==> config.mk <==
export PLATFORM = sky130hd
export DESIGN_NAME = ao_delay_sequencer
export DESIGN_NICKNAME = d
export VERILOG_FILES = /design/src/rtl/ao_pkg.sv /design/src/rtl/sync2.sv /design/src/rtl/ao_delay_sequencer.sv
export SDC_FILE = /design/constraint.sdc
export NUM_CORES = 1
export LEC_CHECK = 0
export CAP_MARGIN = 40
export CORE_UTILIZATION = 26
export CTS_CLUSTER_DIAMETER = 80
export DETAILED_ROUTE_END_ITERATION = 8
export GPL_TIMING_DRIVEN = 0
export PLACE_DENSITY = 0.4
export SYNTH_ARGS = -nofsm -noshare
export SYNTH_HDL_FRONTEND = slang
export SYNTH_SLANG_ARGS = --single-unit
==> constraint.sdc <==
create_clock -name clk -period 3.8 [get_ports clk]
set_input_delay 0.38 -clock clk [delete_from_list [all_inputs] [get_ports clk]]
set_output_delay 0.38 -clock clk [all_outputs]
set_load 0.005 [all_outputs]
==> src/rtl/ao_pkg.sv <==
// rtl/ao_pkg.sv - shared state encoding, vector ROM and step constants for the AND-OR delay sequencer
package ao_pkg;

  typedef enum logic [2:0] {
    ST_IDLE  = 3'd0,
    ST_APPLY = 3'd1,
    ST_WAIT  = 3'd2,
    ST_HOLD  = 3'd3,
    ST_DONE  = 3'd4
  } state_t;

  localparam logic [3:0] LAST_STEP = 4'd11;

  // {a,b,c} stimulus walk; alternates the gate output so most steps see a transition
  function automatic logic [2:0] vec_rom(input logic [3:0] idx);
    case (idx)
      4'd0:    return 3'b000;
      4'd1:    return 3'b001;
      4'd2:    return 3'b000;
      4'd3:    return 3'b010;
      4'd4:    return 3'b011;
      4'd5:    return 3'b010;
      4'd6:    return 3'b110;
      4'd7:    return 3'b100;
      4'd8:    return 3'b101;
      4'd9:    return 3'b100;
      4'd10:   return 3'b110;
      4'd11:   return 3'b010;
      default: return 3'b000;
    endcase
  endfunction

  function automatic logic vec_expect(input logic [2:0] v);
    return (v[2] & v[1]) | v[0];
  endfunction

endpackage

==> src/rtl/sync2.sv <==
// rtl/sync2.sv - two-flop synchronizer for the asynchronous gate-under-test output
module sync2 (
  input  logic clk,
  input  logic rst_n,
  input  logic d,
  output logic q
);

  logic meta;

  always_ff @(posedge clk or negedge rst_n) begin
    if (!rst_n) begin
      meta <= 1'b0;
      q    <= 1'b0;
    end else begin
      meta <= d;
      q    <= meta;
    end
  end

endmodule

==> src/rtl/ao_delay_sequencer.sv <==
// rtl/ao_delay_sequencer.sv - sweeps 12 vectors into an AND-OR gate and measures per-step output latency
module ao_delay_sequencer
  import ao_pkg::*;
#(
  parameter int TIMEOUT  = 200,
  parameter int HOLD_CYC = 8,
  parameter int CW       = 8
) (
  input  logic          clk,
  input  logic          rst_n,
  input  logic          start,
  input  logic          abort,
  input  logic          dut_w,
  output logic          a,
  output logic          b,
  output logic          c,
  output logic          busy,
  output logic          done,
  output logic [3:0]    step,
  output logic [CW-1:0] lat,
  output logic          lat_valid,
  output logic [CW-1:0] max_lat,
  output logic          err
);

  localparam int            HW        = (HOLD_CYC > 1) ? $clog2(HOLD_CYC) : 1;
  localparam logic [HW-1:0] HOLD_LAST = HW'(HOLD_CYC - 1);
  localparam logic [CW-1:0] TMO       = CW'(TIMEOUT);
  localparam logic [CW-1:0] CNT_MAX   = '1;

  state_t        state;
  logic [CW-1:0] cnt;
  logic [HW-1:0] hold_cnt;
  logic          dut_s;
  logic          exp_w;

  sync2 u_sync (
    .clk   (clk),
    .rst_n (rst_n),
    .d     (dut_w),
    .q     (dut_s)
  );

  assign exp_w = vec_expect(vec_rom(step));

  always_ff @(posedge clk or negedge rst_n) begin
    if (!rst_n) begin
      state     <= ST_IDLE;
      {a, b, c} <= 3'b000;
      busy      <= 1'b0;
      done      <= 1'b0;
      step      <= 4'd0;
      lat       <= '0;
      lat_valid <= 1'b0;
      max_lat   <= '0;
      err       <= 1'b0;
      cnt       <= '0;
      hold_cnt  <= '0;
    end else begin
      lat_valid <= 1'b0;
      // abort outranks everything, including a match landing in the same cycle
      if (abort) begin
        state     <= ST_IDLE;
        {a, b, c} <= 3'b000;
        busy      <= 1'b0;
        done      <= 1'b0;
      end else begin
        case (state)
          ST_IDLE, ST_DONE: begin
            if (start) begin
              step    <= 4'd0;
              max_lat <= '0;
              err     <= 1'b0;
              busy    <= 1'b1;
              done    <= 1'b0;
              state   <= ST_APPLY;
            end
          end
          ST_APPLY: begin
            {a, b, c} <= vec_rom(step);
            cnt       <= CW'(1);
            state     <= ST_WAIT;
          end
          ST_WAIT: begin
            // match is tested first so a match on the timeout cycle still counts
            if (dut_s == exp_w) begin
              lat       <= cnt;
              lat_valid <= 1'b1;
              if (cnt > max_lat) max_lat <= cnt;
              hold_cnt  <= '0;
              state     <= ST_HOLD;
            end else if (cnt == TMO) begin
              err       <= 1'b1;
              lat       <= TMO;
              lat_valid <= 1'b1;
              if (TMO > max_lat) max_lat <= TMO;
              {a, b, c} <= 3'b000;
              busy      <= 1'b0;
              done      <= 1'b1;
              state     <= ST_DONE;
            end else if (cnt != CNT_MAX) begin
              cnt <= cnt + CW'(1);
            end
          end
          ST_HOLD: begin
            if (hold_cnt == HOLD_LAST) begin
              if (step == LAST_STEP) begin
                {a, b, c} <= 3'b000;
                busy      <= 1'b0;
                done      <= 1'b1;
                state     <= ST_DONE;
              end else begin
                step  <= step + 4'd1;
                state <= ST_APPLY;
              end
            end else begin
              hold_cnt <= hold_cnt + HW'(1);
            end
          end
          default: begin
            {a, b, c} <= 3'b000;
            busy      <= 1'b0;
            done      <= 1'b0;
            state     <= ST_IDLE;
          end
        endcase
      end
    end
  end

endmodule

Yosys cells after proc, flatten, opt, wreduce, memory -nomap -nowiden
Memory sizes are Yosys's and may differ from the RTL's.
Index checks and enable logic that the tools add are counted.

word-level totals
  bits in registers = 43
  bits in read-only memories = 96
  input bits = 5
  output and inout port bits = 27
  memories kept = 2

cells by class
  add/sub/neg operators = 3
  $lt $le $gt $ge = 2
  eq/ne operators = 29
  multiplexer cells = 51
  bitwise logic cells = 3
  reduce and logical (&&, ||, !) cells = 16

memory list
  name             depth  bits a word  rd ports  clocked after memory_dff  wr ports  line          source
  (no name shown)  16     3            1         0                         0         ao_pkg.sv:16  case (idx)
  (no name shown)  16     3            1         0                         0         ao_pkg.sv:16

operator list
  cell                   count
  $mux W8                10
  $pmux W8 S2            2
  $mux W3                8
  $ne A3 B3 Y1 const B   8
  $ne A2 B2 Y1 const B   11
  $pmux W1 S4            5
  $reduce_and A5 Y1      4
  $mux W1                19
  $mux W4                3
  $pmux W3 S4            1
  $reduce_and A6 Y1      2
  $reduce_bool A2 Y1     5
  $add A8 B1 Y8 const B  1
  $eq A8 B8 Y1 const B   1
  $gt A8 B8 Y1           1
  $gt A8 B8 Y1 const A   1
  $ne A8 B8 Y1 const B   1
  $pmux W4 S2            1
  $eq A3 B2 Y1 const B   2
  $eq A3 B3 Y1 const B   2
  $pmux W3 S2            1
  $reduce_and A3 Y1      2
  $add A4 B1 Y4 const B  1
  $eq A4 B4 Y1 const B   1
  other kinds (11)       11

Depth between registers and ports, before layout
Gate-level depths: netlist of the first run.
An unclocked memory read counts as a cell.

  word-level depth = 7
  depth in mapped cells = 9

Modules after synthesis
Synthesis of the first run repeated with hierarchy kept, for this count alone.

second synthesis, totals
  cell total of the unflattened synthesis = 249
  area total of the unflattened synthesis = 2468.6 µm²

by module, submodules not included
  module              instances  cells an instance  area an instance (µm²)  seq. area each (µm²)
  ao_delay_sequencer  1          247                2418.6                  1026.0
  sync2               1          2                  50.0                    50.0

Least setup slack after synthesis of the first run
Ideal clock, no wire load.

  kind = reg-to-reg
  start point = register step[1]
  end point = register max_lat[0]
  library setup time = 0.121 ns
  data arrival time = 2.008 ns
  data required time = 3.679 ns
  slack = 1.671 ns
  cell stages (with the launch flop) = 9
  path buffers = 0
  cell sequence = dfrtp_1 > inv_1 > ha_1 > or3b_4 > nand2_8 > xor2_4 > nor3_2 > o31a_1 > a22o_1

on the way
  longest elaborated chain between the ends = 6
  elaborated cells between the ends (all ways) = 10

RTL lines
  what                                                        line                       source
  from (decl)                                                 ao_delay_sequencer.sv:19   output logic [3:0] step,
  from (signal assigned)                                      ao_delay_sequencer.sv:113  step <= step + 4'd1;
  $mem_v2 Z16 W3 *                                            --
  $and A1 B1 Y1                                               ao_pkg.sv:34               return (v[2] & v[1]) | v[0];
  $or A1 B1 Y1 *                                              ao_pkg.sv:34
  $eq A1 B1 Y1 *                                              ao_delay_sequencer.sv:86   if (dut_s == exp_w) begin
  $ne A3 B3 Y1 (no line) or $mux W8 (tied branches)           --
  $reduce_and A6 Y1 (no line) or $pmux W8 S2 (tied branches)  --
  to (signal assigned)                                        ao_delay_sequencer.sv:89   if (cnt > max_lat) max_lat <= cnt;
  to (decl)                                                   ao_delay_sequencer.sv:22   output logic [CW-1:0] max_lat,

Every way passes the cells marked *; elsewhere a longest branch is shown, timed or not.
A chain may end at the register's enable or synchronous reset.

Worst setup path after layout of the first run
  start point = register cnt[0]
  end point = register done

on the way
  longest elaborated chain between the ends = 3

RTL lines
  what                         line                       source
  from (decl)                  ao_delay_sequencer.sv:32   logic [CW-1:0] cnt;
  from (signal assigned)       ao_delay_sequencer.sv:102  cnt <= cnt + CW'(1);
  $eq A8 B8 Y1                 ao_delay_sequencer.sv:92   end else if (cnt == TMO) begin
  $ne A3 B3 Y1 (no line)       --
  $reduce_and A6 Y1 (no line)  --
  to (signal assigned)         ao_delay_sequencer.sv:99   done <= 1'b1;
  to (signal assigned)         ao_delay_sequencer.sv:110  done <= 1'b1;
  to (signal assigned)         ao_delay_sequencer.sv:123  done <= 1'b0;
  to (decl)                    ao_delay_sequencer.sv:18   output logic done,

No other way between the ends.

==> impl_summary.txt, run 1 <==
----------------------------------------------------
[Setup path]
  Slowest library cell on the worst path ... sky130_fd_sc_hd__dfrtp_1
  Sequence of cells on the critical path ... inv_1, ha_1, nand4b_1, nor3_1, and4_1, a21oi_1, a221oi_2, mux2i_1
  Data arrival time of the critical path ... 2.55 ns
  Sort of element at the start of the critical path ... flop
  Crit path max fanout ... 4
  Startpoint of the most critical setup path ... cnt[0]$_DFFE_PN0P_
  Delay contributed by the slowest stage of the critical path ... 0.43 ns
  Worst EP required ... 4.02 ns
  Startpoint of the worst-slack reg-to-reg timing path ... cnt[0]$_DFFE_PN0P_
  Kind of end point of the critical path ... flop
  Setup Crit Path Kind ... reg2reg

[Final layout]
  Fraction of layout cells with a size suffix above 1 ... 0.130
  Final Net Count ... 313
  # diodes ... 0
  Post-Layout Cell Count ... 422
  Utilization of the core after routing ... 0.335
  Area growth from synthesis to layout ... 22.6%

[CTS]
  Number of gates given a new drive strength after cts ... 0
  Clock Tree Root ... sky130_fd_sc_hd__clkbuf_8
  Post-CTS Repair Setup Buffers ... 0
  Total number of H-tree levels ... 2
  Clock latency of the later-clocked register in the worst-skew pair ... 0.30 ns
  Count of clock tree sinks ... 43
  Clock input transition at the sequential cells of the worst setup and hold paths ... 0.09 ns
  # hold bufs at CTS ... 0
  CTS tree ... built
  Number of buffers created by CTS ... 5
  Number of buffers on the longest clock path ... 2

[Floorplan]
  Effective utilization at floorplan ... 0.273
  Die Footprint ... 10300 µm²
  Die height ... 101 µm
  Area of the core region ... 9420 µm²
  Ports ... 32
  FP Rows ... 35
  Die Width ... 101 µm

[GRT]
  Pin count of the biggest net entering global routing ... 24
  Global route overflow ... 0
  Vias in the first global route ... 2188
  Global-route usage over all layers ... 0.139
  First-pass GRT wire length ... 11.1 mm
  Antenna violations before repair ... 0

[Logic synthesis]
  Synthesized netlist cell count ... 252
  Sequential element share of the synthesized area ... 0.419
  Ys async rst share ... 1.00
  Flip-flop and latch count after synthesis ... 43
  Synth cell types ... 58
  Most used DFF post-synth ... sky130_fd_sc_hd__dfrtp_1
  Number of warnings reported in the yosys synthesis log ... 0
  Cell area after synthesis ... 2570 µm²
  Post-synthesis average cell area ... 10.2 µm²
  Net count of the mapped netlist ... 273
  Number of enable flip-flop cells after synthesis ... 0

[STA]
  Transition time at the pin with the least slew margin ... 0.817 ns
  Number of slew-limit violations in the final report ... 0
  Shortest clock period the worst path allows after layout ... 2.33 ns
  Highest clock rate ... 429 MHz
  Setup Skew ... 0.00479 ns
  Number of failing hold endpoints at the final stage ... 0
  Setup total negative slack ... 0 ns
  Total of endpoints with negative setup slack in the final report ... 0
  Final clock period utilization by the worst path ... 0.613
  Tightest slew margin relative to the limit ... 0.450
  Unrepaired setup endpoints after global routing ... false

[Run]
  # Max-Cap Violations ... 0

[Drt]
  Number of remaining DRC errors ... 0
  Total Wirelength ... 6.30 mm
  Drt first pass iters ... 4
  DR vias ... 2021
  Post-route ant nets ... 0
  Average detailed-routed wire length per instance ... 14.9 µm
  Drt first-iter violations ... 49
  Via/cell ratio ... 4.79

[Place]
  Number of buffers inserted by port buffering ... 31
  Final weighted congestion in routability-driven placement ... 0.788
  Dpl cells ... 414
  Sum of net half-perimeters after detailed placement ... 4.72 mm

[Power and ir drop]
  Cell area power density ... 448 nW/µm²
  Maximum VDD drop ... 0.000145 V
  Static Leak ... 1.34 nW

[Min path]
  Type of the tightest min-delay check ... in2async

[Outcome]
  Status ... complete, no violations

----------------------------------------------------
-- critical path: cells and delay by family (launching register included) --
kind,cells,cell delay (ns)
AOI/OAI and AO/OA,2,0.46
DFF,1,0.43
adders and majority gates,1,0.19
muxes,1,0.23
buffers and inverters,1,0.17
and+or+nand+nor,3,0.79
-- where the power goes --
group          switching, mW  leakage, nW  total [mW]  internal, mW
Sequential            0.0625        0.578       0.597         0.534
Clock                  0.169       0.0477       0.295         0.126
Combinational          0.265        0.714       0.522         0.256
Total                  0.496         1.34        1.41         0.917
-- cells in the mapped netlist, drive strengths merged (2+ instances only) --
library cell / number / area share
o22a: 3 / 0.010
a22o: 18 / 0.061
nor2: 28 / 0.041
nor4: 2 / 0.0049
o2bb2ai: 3 / 0.010
o21bai: 2 / 0.0058
o21ai: 16 / 0.033
o31ai: 2 / 0.013
mux2: 3 / 0.015
nand3: 9 / 0.018
nor3: 5 / 0.016
o22ai: 4 / 0.015
nor3b: 2 / 0.0058
and3: 6 / 0.015
buf: 5 / 0.012
nand4: 3 / 0.0073
mux2i: 4 / 0.016
ha: 16 / 0.078
nand2: 17 / 0.031
nand2b: 5 / 0.012
nor2b: 6 / 0.018
a21oi: 9 / 0.022
inv: 13 / 0.019
o211ai: 2 / 0.0058
dfrtp: 43 / 0.42
or3: 3 / 0.0092
a211oi: 2 / 0.0058
clkbuf: 3 / 0.0044
xor2: 3 / 0.018
-- per-stage QoR --
| step | cell area, µm² | power (mW) | hold slack, ns | setup WS [ns] |
|---|---|---|---|---|
| 6_report | 3150 | 1.41 | 0.0485 | 1.47 |
| 5_1_grt | 3150 | 1.53 | 0.113 | 1.24 |
| 4_1_cts | 3150 | 1.44 | 0.0720 | 1.41 |
| 3_5_place_dp | 3070 | 1.13 | 0.336 | 1.46 |
| 3_3_place_gp | 3040 | 1.13 | 0.342 | 0.858 |
| 2_1_floorplan | 2570 | 0.922 | 0.0844 | 1.67 |
-- sequential cells by signal, indices dropped and copies added (netlist names) --
register and cells:
max_lat 8, lat_valid 1, state 3, b 1
lat 8, err 1, step 4, cnt 8
c 1, done 1, u_sync.q 1, u_sync.meta 1
hold_cnt 3, busy 1, a 1
-- area by class of cell --
class                      instances  area [µm²]
fill                            1003        6260
multi-input combinational        188        1410
sequential                        43        1080
timing repair buffer              33         330
tap                              129         161
clock buffer                       5        68.8
inverter                          13        48.8
buffer                             8        42.5
clock inverter                     3        15.0
-- cells in the final DEF (no fill, tap or decap), types with 2 or more instances in the layout --
cell type                         instances
sky130_fd_sc_hd__xor2_1                   2
sky130_fd_sc_hd__o21ai_0                  8
sky130_fd_sc_hd__ha_1                    16
sky130_fd_sc_hd__a21oi_1                  8
sky130_fd_sc_hd__o211ai_1                 2
sky130_fd_sc_hd__o22ai_1                  3
sky130_fd_sc_hd__and3_1                   6
sky130_fd_sc_hd__clkinv_2                 3
sky130_fd_sc_hd__nor4_1                   2
sky130_fd_sc_hd__o21bai_1                 2
sky130_fd_sc_hd__or3_1                    2
sky130_fd_sc_hd__a22o_1                  18
sky130_fd_sc_hd__a211oi_1                 2
sky130_fd_sc_hd__mux2_2                   2
sky130_fd_sc_hd__nor2_1                  28
sky130_fd_sc_hd__nor3_1                   3
sky130_fd_sc_hd__clkdlybuf4s50_1         30
sky130_fd_sc_hd__inv_1                   12
sky130_fd_sc_hd__o2bb2ai_1                3
sky130_fd_sc_hd__o21ai_1                  7
sky130_fd_sc_hd__nand4_1                  3
sky130_fd_sc_hd__buf_2                    6
sky130_fd_sc_hd__mux2i_1                  4
sky130_fd_sc_hd__nand3_1                  9
sky130_fd_sc_hd__nand2b_1                 5
sky130_fd_sc_hd__nand2_1                 16
sky130_fd_sc_hd__dfrtp_1                 43
sky130_fd_sc_hd__nor2b_1                  5
sky130_fd_sc_hd__clkbuf_1                 3
sky130_fd_sc_hd__o22a_1                   3
sky130_fd_sc_hd__clkbuf_8                 5
sky130_fd_sc_hd__nor3b_1                  2
-- worst paths after layout --
path / to / slack [ns] / cells after the start
min in group clk: u_sync.q$_DFF_PN0_ / 0.35 / 0
worst max register to register: done$_DFFE_PN0P_ / 1.47 / 8
worst max-delay path: done$_DFFE_PN0P_ / 1.47 / 8
worst min register to register: u_sync.q$_DFF_PN0_ / 0.35 / 0
max in group asynchronous: cnt[6]$_DFFE_PN0P_ / 3.23 / 2
worst min-delay path: max_lat[4]$_DFFE_PN0P_ / 0.05 / 1
-- per-layer routing --
layer / routed length (µm) / part of all wire / vias to the layer above / track usage
li1: - / - / 1000 / -
met1: 3010 / 0.48 / 982 / 0.179
met2: 3080 / 0.49 / 31 / 0.241
met3: 151 / 0.024 / 8 / 0.0242
met4: 61 / 0.0097 / 0 / 0.0368
met5: 0 / 0 / - / 0
-- cells by family after synthesis --
group,Yosys count,share of synthesized area
AO/OA/AOI/OAI,69,0.212
buffers and inverters,21,0.0355
AND/OR/NAND/NOR,92,0.198
multiplexers,7,0.0302
adder cells (fa/ha/maj),16,0.0779
XOR/XNOR,4,0.0282
flip-flops,43,0.419
No activity file was read; power rests on OpenSTA's default activity.
==> run 2, diff against run 1 <==
--- a/config.mk
+++ b/config.mk
@@ -10,7 +10,7 @@
 export CTS_CLUSTER_DIAMETER = 80
 export DETAILED_ROUTE_END_ITERATION = 8
 export GPL_TIMING_DRIVEN = 0
-export PLACE_DENSITY = 0.4
+export PLACE_DENSITY = 0.42
 export SYNTH_ARGS = -nofsm -noshare
 export SYNTH_HDL_FRONTEND = slang
 export SYNTH_SLANG_ARGS = --single-unit
==> constraint.sdc (replaced) <==
create_clock -name clk -period 1.9 [get_ports clk]
set_input_delay 0.19 -clock clk [delete_from_list [all_inputs] [get_ports clk]]
set_output_delay 0.19 -clock clk [all_outputs]
set_load 0.005 [all_outputs]
==> impl_summary.txt, run 2 (synthesized netlist as in run 1, its figures left out) <==
----------------------------------------------------
[GRT]
  Global-route usage over all layers ... 0.139 (-0.000192)
  Global route overflow ... 0 (unchanged)
  Vias in the first global route ... 2076 (-5.1%)
  First-pass GRT wire length ... 11.0 mm (-1.1%)
  Antenna violations before repair ... 0 (unchanged)
  Pin count of the biggest net entering global routing ... 28 (+17%)

[Floorplan]
  Area of the core region ... 9420 µm² (unchanged)
  Effective utilization at floorplan ... 0.273 (unchanged)
  Ports ... 32 (unchanged)
  Die Width ... 101 µm (unchanged)
  FP Rows ... 35 (unchanged)
  Die height ... 101 µm (unchanged)
  Die Footprint ... 10300 µm² (unchanged)

[STA]
  Unrepaired setup endpoints after global routing ... true
  Final clock period utilization by the worst path ... 1.12 (+0.505)
  Hold_ws ... 0.327 ns (+0.279 ns)
  Highest clock rate ... 471 MHz (+9.7%)
  Tightest slew margin relative to the limit ... 0.592 (+0.142)
  Setup Skew ... 0.00571 ns (+0.000919 ns)
  Total of endpoints with negative setup slack in the final report ... 30 (+30)
  Minimum setup slack in the final design ... -0.224 ns (-1.69 ns)
  Number of failing hold endpoints at the final stage ... 0 (unchanged)
  Number of slew-limit violations in the final report ... 0 (unchanged)
  Transition time at the pin with the least slew margin ... 0.611 ns (-0.206 ns)
  Shortest clock period the worst path allows after layout ... 2.12 ns (-0.206 ns)

[Place]
  Setup slack at placement ... -0.407 ns (-1.87 ns)
  Sum of net half-perimeters after detailed placement ... 4.59 mm (-2.6%)
  Final weighted congestion in routability-driven placement ... 0.807 (+2.3%)
  Number of buffers inserted by port buffering ... 31 (unchanged)

[Drt]
  Drt first-iter violations ... 48 (-2.0%)
  Post-route ant nets ... 0 (unchanged)
  DR vias ... 2116 (+4.7%)
  Via/cell ratio ... 4.74 (-0.93%)
  Total Wirelength ... 6.57 mm (+4.2%)
  Number of remaining DRC errors ... 0 (unchanged)
  Average detailed-routed wire length per instance ... 14.7 µm (-1.4%)
  Drt first pass iters ... 4 (unchanged)

[Outcome]
  Violated checks ... negative setup slack
  Status ... complete, but fails checks

[CTS]
  Clock input transition at the sequential cells of the worst setup and hold paths ... 0.09 ns (about the same)
  Number of buffers created by CTS ... 5 (unchanged)
  Clock latency of the later-clocked register in the worst-skew pair ... 0.30 ns (about the same)
  Total number of H-tree levels ... 2 (unchanged)
  Number of buffers on the longest clock path ... 2 (unchanged)
  Count of clock tree sinks ... 43 (unchanged)
  Clock Tree Root ... sky130_fd_sc_hd__clkbuf_8
  CTS tree ... built

[Final layout]
  Commonest non-fill, non-tap cells in the layout ... 38 x sky130_fd_sc_hd__dfrtp_1, 30 x sky130_fd_sc_hd__clkdlybuf4s50_1, 23 x sky130_fd_sc_hd__nor2_1
  Fraction of layout cells with a size suffix above 1 ... 0.303 (+0.173)
  Area growth from synthesis to layout ... 38.6%
  Utilization of the core after routing ... 0.378 (+0.0436)
  Leading cell type in the layout, fill and taps excluded ... sky130_fd_sc_hd__dfrtp_1
  Final Net Count ... 337 (+7.7%)
  Multi-input combinational cell area ... 1580 µm² (+12%)
  Area used by sequential logic in the layout ... 1080 µm² (+0.58%)
  Biggest regs ... cnt: 8 flops, lat: 8 flops, max_lat: 8 flops
  Count of fill cells added during filler insertion ... 944 (-5.9%)
  # diodes ... 0 (unchanged)

[Power and ir drop]
  Power share of the clock group ... 0.193 (-0.016)
  Relative contribution of sequential cells to total power ... 0.390 (-0.032)
  Switching portion of total power ... 0.356 (+0.00471)
  Cell area power density ... 861 nW/µm² (+92%)
  Static Leak ... 1.48 nW (+11%)
  Maximum VDD drop ... 0.000311 V (+120%)
  Cell internal power dissipation ... 1.98 mW (+120%)
  Net Sw Power ... 1.09 mW (+120%)
  Relative contribution of combinational cells to total power ... 0.417 (+0.048)

[Setup path]
  Data arrival time of the critical path ... 2.32 ns (-0.23 ns)
  Setup Crit Path Kind ... reg2reg
  Sort of element at the start of the critical path ... flop
  Kind of end point of the critical path ... flop
  Worst EP required ... 2.10 ns (-1.92 ns)
  Crit path max fanout ... 5 (+1)

[Min path]
  Type of the tightest min-delay check ... in2reg

[Run]
  # Max-Cap Violations ... 0 (unchanged)

----------------------------------------------------
-- run 2: cell count changes in the layout (fill, tap and decap cells not counted), sizes merged --
cell / previous run / this run
buf: 8 / 31
dlygate4sd3: 0 / 1
-- run 2: layout make-up --
cell class / count / area share
plain buffers: 8 / 0.0123
clock buffers: 5 / 0.0193
clock inverters: 3 / 0.00421
inverters: 13 / 0.0144
multi-input cells: 188 / 0.443
flip-flops and latches: 43 / 0.304
well taps: 129 / 0.0453
repair buffers: 57 / 0.157
-- run 2: path summary, 6_finish.rpt --
| check | startpoint | end | slack, ns | depth (start not counted) |
|---|---|---|---|---|
| setup / recovery | step[1]$_DFFE_PN0P_ | max_lat[2]$_DFFE_PN0P_ | -0.22 | 8 |
| setup reg to reg | step[1]$_DFFE_PN0P_ | max_lat[2]$_DFFE_PN0P_ | -0.22 | 8 |
| hold reg to reg | u_sync.meta$_DFF_PN0_ | u_sync.q$_DFF_PN0_ | 0.37 | 0 |
| min in group asynchronous | rst_n | max_lat[5]$_DFFE_PN0P_ | 0.35 | 2 |
| max in group asynchronous | rst_n | state[1]$_DFFE_PN0P_ | 1.04 | 3 |
| hold / removal | dut_w | u_sync.meta$_DFF_PN0_ | 0.33 | 1 |
-- run 2: metal layers --
metal,wire length [µm],global-route usage,vias to the layer above,share of wire
met2,3140,0.228,38,0.48
met4,61,0.0368,0,0.0093
met5,0,0,-,0
met1,3140,0.188,1022,0.48
li1,-,-,1051,-
met3,217,0.0255,5,0.033
-- run 2: per-stage QoR --
stage | setup TNS (ns) | instances | total power [mW] | instance area [µm²]
after floorplan | -1.37 | 252 | 1.89 | 2600
after global placement | -46.80 | 412 | 2.31 | 3070
after detailed placement | -10.31 | 414 | 2.31 | 3100
after CTS | -6.20 | 441 | 3.06 | 3450
after global routing | -8.39 | 446 | 3.28 | 3560
final | -4.60 | 446 | 3.07 | 3560
-- run 2: worst max-delay path, cell delays in order, from the launching register on --
cell and delay, ns:
sky130_fd_sc_hd__dfrtp_2 0.45, sky130_fd_sc_hd__inv_4 0.08, sky130_fd_sc_hd__ha_4 0.12, sky130_fd_sc_hd__or3b_4 0.41, sky130_fd_sc_hd__nand2_8 0.11, sky130_fd_sc_hd__xor2_4 0.20
sky130_fd_sc_hd__nor3_4 0.08, sky130_fd_sc_hd__o31a_1 0.36, sky130_fd_sc_hd__a22o_1 0.22
-- run 2: timing repair --
| action | CTS | global route |
|---|---|---|
| pin swaps | 24 | 20 |
| resized for setup | 26 | 19 |
| setup buffers | 18 | 5 |
| endpoints found under the hold margin | 16 | 0 |
| setup endpoints to repair | 41 | 41 |
| cloned | 0 | 0 |
| hold buffers | 1 | 0 |
-- run 2: power by group through the flow --
stage / combinational, mW / sequential, mW / clock (mW)
2_1_floorplan: 0.691 / 1.20 / 0
3_3_place_gp: 1.09 / 1.22 / 0
3_5_place_dp: 1.10 / 1.22 / 0
4_1_cts: 1.24 / 1.20 / 0.618
5_1_grt: 1.42 / 1.22 / 0.643
6_report: 1.28 / 1.20 / 0.591
